`config.mk`:
```
export PLATFORM = sky130hd
export DESIGN_NAME = lane_game_pixel_gen
export DESIGN_NICKNAME = d
export VERILOG_FILES = /design/src/rtl/lane_game_pixel_gen.sv
export SDC_FILE = /design/constraint.sdc
export NUM_CORES = 1
export LEC_CHECK = 0
export ABC_AREA = 1
export CAP_MARGIN = 20
export CORE_AREA = 2 2 145 91
export DETAILED_ROUTE_END_ITERATION = 12
export DIE_AREA = 0 0 147 93
export PLACE_DENSITY = 0.89
export SYNTH_ARGS = -nofsm -noshare
export SYNTH_HDL_FRONTEND = slang
export SYNTH_SLANG_ARGS = --single-unit
export TNS_END_PERCENT = 30
```
`constraint.sdc`:
```
create_clock -name clk_d -period 7.5 [get_ports clk_d]
set_input_delay 2.25 -clock clk_d [delete_from_list [all_inputs] [get_ports clk_d]]
set_output_delay 2.25 -clock clk_d [all_outputs]
set_load 0.01 [all_outputs]
```
`src/rtl/lane_game_pixel_gen.sv`:
```
// Pixel generator and per-frame game state for the lane-dodging aeroplane game.
// Draws scrolling lane dividers, the player plane and one falling obstacle.
module lane_game_pixel_gen #(
  parameter int H_ACTIVE    = 640,
  parameter int V_ACTIVE    = 480,
  parameter int NUM_LANES   = 3,
  parameter int LANE_W      = 213,
  parameter int DIV_W       = 50,
  parameter int DASH_LEN    = 70,
  parameter int DASH_GAP    = 50,
  parameter int SCROLL_STEP = 2,
  parameter int PLANE_Y     = 380,
  parameter int OBS_SIZE    = 40,
  parameter int OBS_SPEED   = 4
) (
  input  logic       clk_d,
  input  logic       rst_n,
  input  logic [9:0] pixel_x,
  input  logic [9:0] pixel_y,
  input  logic       video_on,
  input  logic       move_left,
  input  logic       move_right,
  input  logic       restart,
  output logic [3:0] red,
  output logic [3:0] green,
  output logic [3:0] blue,
  output logic       game_over,
  output logic [7:0] score
);

  localparam int PERIOD  = DASH_LEN + DASH_GAP;
  localparam int PLANE_H = 70;

  localparam logic [11:0] H_ACTIVE_C  = 12'(H_ACTIVE);
  localparam logic [11:0] V_ACTIVE_C  = 12'(V_ACTIVE);
  localparam logic [11:0] LANE_W_C    = 12'(LANE_W);
  localparam logic [11:0] HALF_LANE_C = 12'(LANE_W / 2);
  localparam logic [11:0] DIV_HALF_C  = 12'(DIV_W / 2);
  localparam logic [11:0] DASH_LEN_C  = 12'(DASH_LEN);
  localparam logic [11:0] PERIOD_C    = 12'(PERIOD);
  localparam logic [11:0] STEP_C      = 12'(SCROLL_STEP);
  localparam logic [11:0] PLANE_Y_C   = 12'(PLANE_Y);
  localparam logic [11:0] PLANE_H_C   = 12'(PLANE_H);
  localparam logic [11:0] OBS_SIZE_C  = 12'(OBS_SIZE);
  localparam logic [11:0] OBS_HALF_C  = 12'(OBS_SIZE / 2);
  localparam logic [11:0] OBS_SPEED_C = 12'(OBS_SPEED);
  localparam logic [2:0]  LANE_MAX    = 3'(NUM_LANES - 1);
  localparam logic [2:0]  LANE_MID    = 3'(NUM_LANES / 2);
  localparam logic [7:0]  LANE_CNT_C  = 8'(NUM_LANES);

  logic [2:0] player_lane_q, player_lane_d;
  logic [2:0] obs_lane_q, obs_lane_d;
  logic [9:0] obs_y_q, obs_y_d;
  logic [9:0] scroll_q, scroll_d;
  logic [7:0] score_q, score_d;
  logic       game_over_q, game_over_d;
  logic [7:0] lfsr_q, lfsr_d;
  logic       left_pend_q, left_pend_d;
  logic       right_pend_q, right_pend_d;
  logic       restart_pend_q, restart_pend_d;
  logic [3:0] red_q, red_d;
  logic [3:0] green_q, green_d;
  logic [3:0] blue_q, blue_d;

  logic frame_tick;
  assign frame_tick = (pixel_x == 10'd0) && ({2'b00, pixel_y} == V_ACTIVE_C);

  // True when p lies in the half-open span [c - half, c + half), without underflow.
  function automatic logic in_span(input logic [11:0] p, input logic [11:0] c,
                                   input logic [11:0] half);
    return ((p + half) >= c) && (p < (c + half));
  endfunction

  logic [11:0] px, py, player_cx, obs_cx, obs_top, dash_phase;
  logic        plane_px, obs_px, divider_px, dash_px;

  always_comb begin
    px         = {2'b00, pixel_x};
    py         = {2'b00, pixel_y};
    player_cx  = 12'(player_lane_q) * LANE_W_C + HALF_LANE_C;
    obs_cx     = 12'(obs_lane_q) * LANE_W_C + HALF_LANE_C;
    obs_top    = {2'b00, obs_y_q};
    plane_px   = (in_span(px, player_cx, 12'd15) &&
                  (py >= PLANE_Y_C) && (py < PLANE_Y_C + PLANE_H_C)) ||
                 (in_span(px, player_cx, 12'd30) &&
                  (py >= PLANE_Y_C + 12'd20) && (py < PLANE_Y_C + 12'd50));
    obs_px     = in_span(px, obs_cx, OBS_HALF_C) &&
                 (py >= obs_top) && (py < obs_top + OBS_SIZE_C);
    divider_px = 1'b0;
    for (int k = 1; k < NUM_LANES; k++) begin
      if (in_span(px, 12'(k * LANE_W), DIV_HALF_C)) divider_px = 1'b1;
    end
    // Subtracting the scroll offset makes the dash pattern slide downwards.
    dash_phase = (py + PERIOD_C - {2'b00, scroll_q}) % PERIOD_C;
    dash_px    = divider_px && (dash_phase < DASH_LEN_C) && (px < H_ACTIVE_C);
  end

  always_comb begin
    red_d   = 4'h0;
    green_d = 4'h0;
    blue_d  = 4'h0;
    if (!video_on) begin
      red_d = 4'h0;
    end else if (plane_px) begin
      red_d = 4'hF;
    end else if (obs_px) begin
      red_d   = 4'hF;
      green_d = 4'hF;
    end else if (dash_px) begin
      red_d   = 4'hF;
      green_d = 4'hF;
      blue_d  = 4'hF;
    end else if (game_over_q) begin
      red_d = 4'h4;
    end
  end

  logic        left_req, right_req, restart_req;
  logic [11:0] scroll_sum, obs_next, obs_upd;

  always_comb begin
    player_lane_d  = player_lane_q;
    obs_lane_d     = obs_lane_q;
    obs_y_d        = obs_y_q;
    scroll_d       = scroll_q;
    score_d        = score_q;
    game_over_d    = game_over_q;
    lfsr_d         = {lfsr_q[6:0], ^(lfsr_q & 8'hB8)};
    // A request landing on the tick cycle itself still takes effect this frame.
    left_req       = left_pend_q | move_left;
    right_req      = right_pend_q | move_right;
    restart_req    = restart_pend_q | restart;
    left_pend_d    = frame_tick ? 1'b0 : left_req;
    right_pend_d   = frame_tick ? 1'b0 : right_req;
    restart_pend_d = frame_tick ? 1'b0 : restart_req;
    scroll_sum     = {2'b00, scroll_q} + STEP_C;
    obs_next       = {2'b00, obs_y_q} + OBS_SPEED_C;
    obs_upd        = 12'd0;

    if (frame_tick) begin
      if (restart_req) begin
        game_over_d   = 1'b0;
        score_d       = 8'd0;
        obs_y_d       = 10'd0;
        obs_lane_d    = 3'd0;
        player_lane_d = LANE_MID;
        scroll_d      = 10'd0;
      end else if (!game_over_q) begin
        if (left_req && !right_req && (player_lane_q != 3'd0)) begin
          player_lane_d = player_lane_q - 3'd1;
        end else if (right_req && !left_req && (player_lane_q != LANE_MAX)) begin
          player_lane_d = player_lane_q + 3'd1;
        end
        if (scroll_sum >= PERIOD_C) scroll_d = 10'(scroll_sum - PERIOD_C);
        else                        scroll_d = 10'(scroll_sum);
        if (obs_next >= V_ACTIVE_C) begin
          obs_y_d    = 10'd0;
          obs_lane_d = 3'(lfsr_q % LANE_CNT_C);
          if (score_q != 8'hFF) score_d = score_q + 8'd1;
        end else begin
          obs_y_d = 10'(obs_next);
        end
        // Collision uses this frame's new positions.
        obs_upd = {2'b00, obs_y_d};
        if ((player_lane_d == obs_lane_d) && (obs_upd + OBS_SIZE_C > PLANE_Y_C) &&
            (obs_upd < PLANE_Y_C + PLANE_H_C)) begin
          game_over_d = 1'b1;
        end
      end
    end
  end

  always_ff @(posedge clk_d or negedge rst_n) begin
    if (!rst_n) begin
      player_lane_q  <= LANE_MID;
      obs_lane_q     <= 3'd0;
      obs_y_q        <= 10'd0;
      scroll_q       <= 10'd0;
      score_q        <= 8'd0;
      game_over_q    <= 1'b0;
      lfsr_q         <= 8'hA5;
      left_pend_q    <= 1'b0;
      right_pend_q   <= 1'b0;
      restart_pend_q <= 1'b0;
      red_q          <= 4'h0;
      green_q        <= 4'h0;
      blue_q         <= 4'h0;
    end else begin
      player_lane_q  <= player_lane_d;
      obs_lane_q     <= obs_lane_d;
      obs_y_q        <= obs_y_d;
      scroll_q       <= scroll_d;
      score_q        <= score_d;
      game_over_q    <= game_over_d;
      lfsr_q         <= lfsr_d;
      left_pend_q    <= left_pend_d;
      right_pend_q   <= right_pend_d;
      restart_pend_q <= restart_pend_d;
      red_q          <= red_d;
      green_q        <= green_d;
      blue_q         <= blue_d;
    end
  end

  assign red       = red_q;
  assign green     = green_q;
  assign blue      = blue_q;
  assign game_over = game_over_q;
  assign score     = score_q;

endmodule

```
==> results.sh <==
export IMPL_slew_violations=0
export IMPL_wire_per_inst_um=14.58
export IMPL_met3_usage_pct=6.244
export IMPL_synth_edf_count=0
export IMPL_clkTransAtPathRegs_ns=0.07
export IMPL_cp_arrival_ns=6.87
export IMPL_max_slew_worst_pin_slew_ns=0.8447
export IMPL_nets=1412
export IMPL_drt_iter0_markers=740
export IMPL_post_cts_resize_count=0
export IMPL_initial_core_util_pct=65.21
export IMPL_fp_dieW_um=147
export IMPL_fin_cells=1398
export IMPL_synthFlopType="dfrtp_1"
export IMPL_worst_setup_path_end_kind="flip-flop"
export IMPL_antenna_found_initial=0
export IMPL_dp_worst_setup_slack_ns=0.6187
export IMPL_hold_viol_final=0
export IMPL_ant_nets=0
export IMPL_synth_top_area_share_pct=23.19
export IMPL_hold_path_depth=0
export IMPL_ir_drop_uv=86.00
export IMPL_min_period_ns=6.672
export IMPL_fmax_mhz=149.9
export IMPL_rows=32
export IMPL_cpMostUsedCell="nand2_2"
export IMPL_ys_top_cells_by_count="nand2_1 (241), inv_1 (191), ha_1 (150), nor2_1 (115), a21oi_1 (68)"
export IMPL_die_area_mm2=0.01367
export IMPL_cp_slowest_cell="clkdlybuf4s50_1"
export IMPL_hold_class="reg2reg"
export IMPL_placed_cell_area_mm2=0.008687
export IMPL_ys_seq_area_share_pct=15.23
export IMPL_cts_setup_buffers=0
export IMPL_worst_path_stages=37
export IMPL_cts_buffers=5
export IMPL_grt_pass1_vias=7132
export IMPL_drt_wl_total_mm=20.38
export IMPL_startpoint_type="input port"
export IMPL_path_buf_inv=4
export IMPL_netlist_area_mm2=0.008094
export IMPL_grt_max_degree=50
export IMPL_htree_levels=2
export IMPL_powerDensity_mw_per_mm2=107.8
export IMPL_nFillCells=984
export IMPL_placed_cells=1390
export IMPL_ctsHoldBuffers=0
export IMPL_synth_most_common_cell="nand2_1"
export IMPL_antenna_cells=0
export IMPL_slew_limit_headroom_pct=43.50
export IMPL_ys_warn_count=0
export IMPL_globalRouteOverflowTotal=0
export IMPL_slowest_delay_ns=0.52
export IMPL_power_leakage_nw=4.719
export IMPL_min_period_over_period_pct=88.96
export IMPL_busiest_layer="met2"
export IMPL_rsz0062_at_grt="no"
export IMPL_fin_hold_ws_ns=0.4004
export IMPL_syn_to_final_growth_pct=9.244
export IMPL_synth_nets=1372
export IMPL_grt_use_met1_pct=45.51
export IMPL_netlist_instances=1187
export IMPL_core_area_mm2=0.01241
export IMPL_vias_per_cell=5.644
export IMPL_drc_errors=0
export IMPL_tritoncts="yes"
export IMPL_gp_congestion=0.9574
export IMPL_synthArstFlopShare_pct=100.0
export IMPL_ys_types=52
export IMPL_die_h_um=93
export IMPL_place_hpwl_mm=16.56
export IMPL_portBuffers=46
export IMPL_clock_path_buffers=2
export IMPL_drive_gt1_share_pct=4.723
export IMPL_fin_ws_ns=0.8277
export IMPL_cts_root_buffer="clkbuf_16"
export IMPL_grt_first_pass_wirelength_mm=33.84
export IMPL_first_pass_iters=5
export IMPL_setup_viol_count_final=0
export IMPL_crit_type="in2reg"
export IMPL_synth_avg_cell_area_um2=6.819
export IMPL_pin_count=47
export IMPL_status="finished, final reports clean"
export IMPL_setup_tns_ns=0
export IMPL_maxCapViolCount=0
export IMPL_worstPathRequired_ns=7.69
export IMPL_clock_sinks=49
export IMPL_synth_top_area_cell="ha_1"
export IMPL_grt_usage_pct=30.19
export IMPL_vias=7890
export IMPL_synth_seq_cells=49
export IMPL_ys_top_cells_by_area="ha_1 (23%), dfrtp_1 (14%), nand2_1 (11%), inv_1 (8.9%), xor2_1 (6.2%)"
export IMPL_grtUsageMet2_pct=45.81
export IMPL_worstRegToRegCells=20
export IMPL_final_area_mm2=0.008842
export IMPL_crit_family="simple AND/OR/NAND/NOR gates"
export IMPL_crit_path_max_fanout=5
export IMPL_insertion_delay_ns=0.30
export IMPL_finalClockSkew_ns=0.004036
power breakdown:
part	total (mW)	internal [mW]	switching, mW
combinational	0.435	0.172	0.263
clock	0.243	0.134	0.108
sequential	0.275	0.271	0.00454
total	0.953	0.577	0.376
routing by layer:
metal / routed length, um / part of all wire, % / vias to the layer above
li1: - / - / 3954
met3: 2061 / 10 / 19
met1: 9893 / 49 / 3572
met2: 8276 / 41 / 345
met4: 144 / 0.71 / 0
met5: 0 / 0 / -
sequential cells by signal, indices dropped and copies added (netlist names):
signal	flops
green	1
game_over	1
obs_y_q	10
obs_lane_q	3
right_pend_q	1
restart_pend_q	1
score	8
lfsr_q	8
player_lane_q	3
scroll_q	9
left_pend_q	1
blue	1
red	2
placed cells by master (no fill, tap or decap), drive strengths merged, types with 4 or more instances in the layout:
master         count
nand2            255
inv              203
ha               150
nor2             119
a21oi             70
nand3             62
o21ai             61
xor2              57
clkdlybuf4s50     45
dfrtp             44
xnor2             25
nand4             16
nor3              16
o22ai             11
fa                 9
or2                7
a31oi              6
o221ai             6
clkbuf             6
o211ai             5
a21o               5
o21a               5
dfstp              5
o21bai             5
a311oi             4
metrics by stage:
step / util [%] / total power [mW]
after floorplan: - / 0.5996
after global placement: 69.99 / 0.6941
after detailed placement: 69.99 / 0.7083
after CTS: 71.24 / 0.9487
after global routing: 71.24 / 1.021
final: 71.24 / 0.9530
worst paths after layout:
path                       slack, ns   endpoint        startpoint
hold reg to reg                 0.40  lfsr_q[4]         lfsr_q[3]
max in group asynchronous       5.01     red[1]             rst_n
hold / removal                  0.40  lfsr_q[4]         lfsr_q[3]
setup reg to reg                2.23     red[2]  player_lane_q[1]
setup / recovery                0.83     red[2]        pixel_y[1]
min in group asynchronous       2.04  lfsr_q[6]             rst_n
layout make-up:
| type | count | area, um^2 | share of cell area [%] |
|---|---|---|---|
| clock buffer | 6 | 138.9 | 1.571 |
| tap | 170 | 212.7 | 2.406 |
| sequential | 49 | 1232 | 13.94 |
| clock inverter | 2 | 16.27 | 0.1840 |
| inverter | 204 | 765.7 | 8.660 |
| timing repair buffer | 47 | 462.9 | 5.236 |
| multi-input combinational | 920 | 6013 | 68.01 |
cells by family after synthesis:
kind of cell               count (synthesis)  share of synthesized area (%)
adders and majority gates                159                          25.41
AOI/OAI and AO/OA                        195                          14.31
buffers and inverters                    218                          10.48
DFF                                       49                          15.23
and+or+nand+nor                          483                          25.65
xor gates and xnor gates                  82                          8.873
other                                      1                        0.04633
Note: power is estimated with default switching activity, not from simulation.
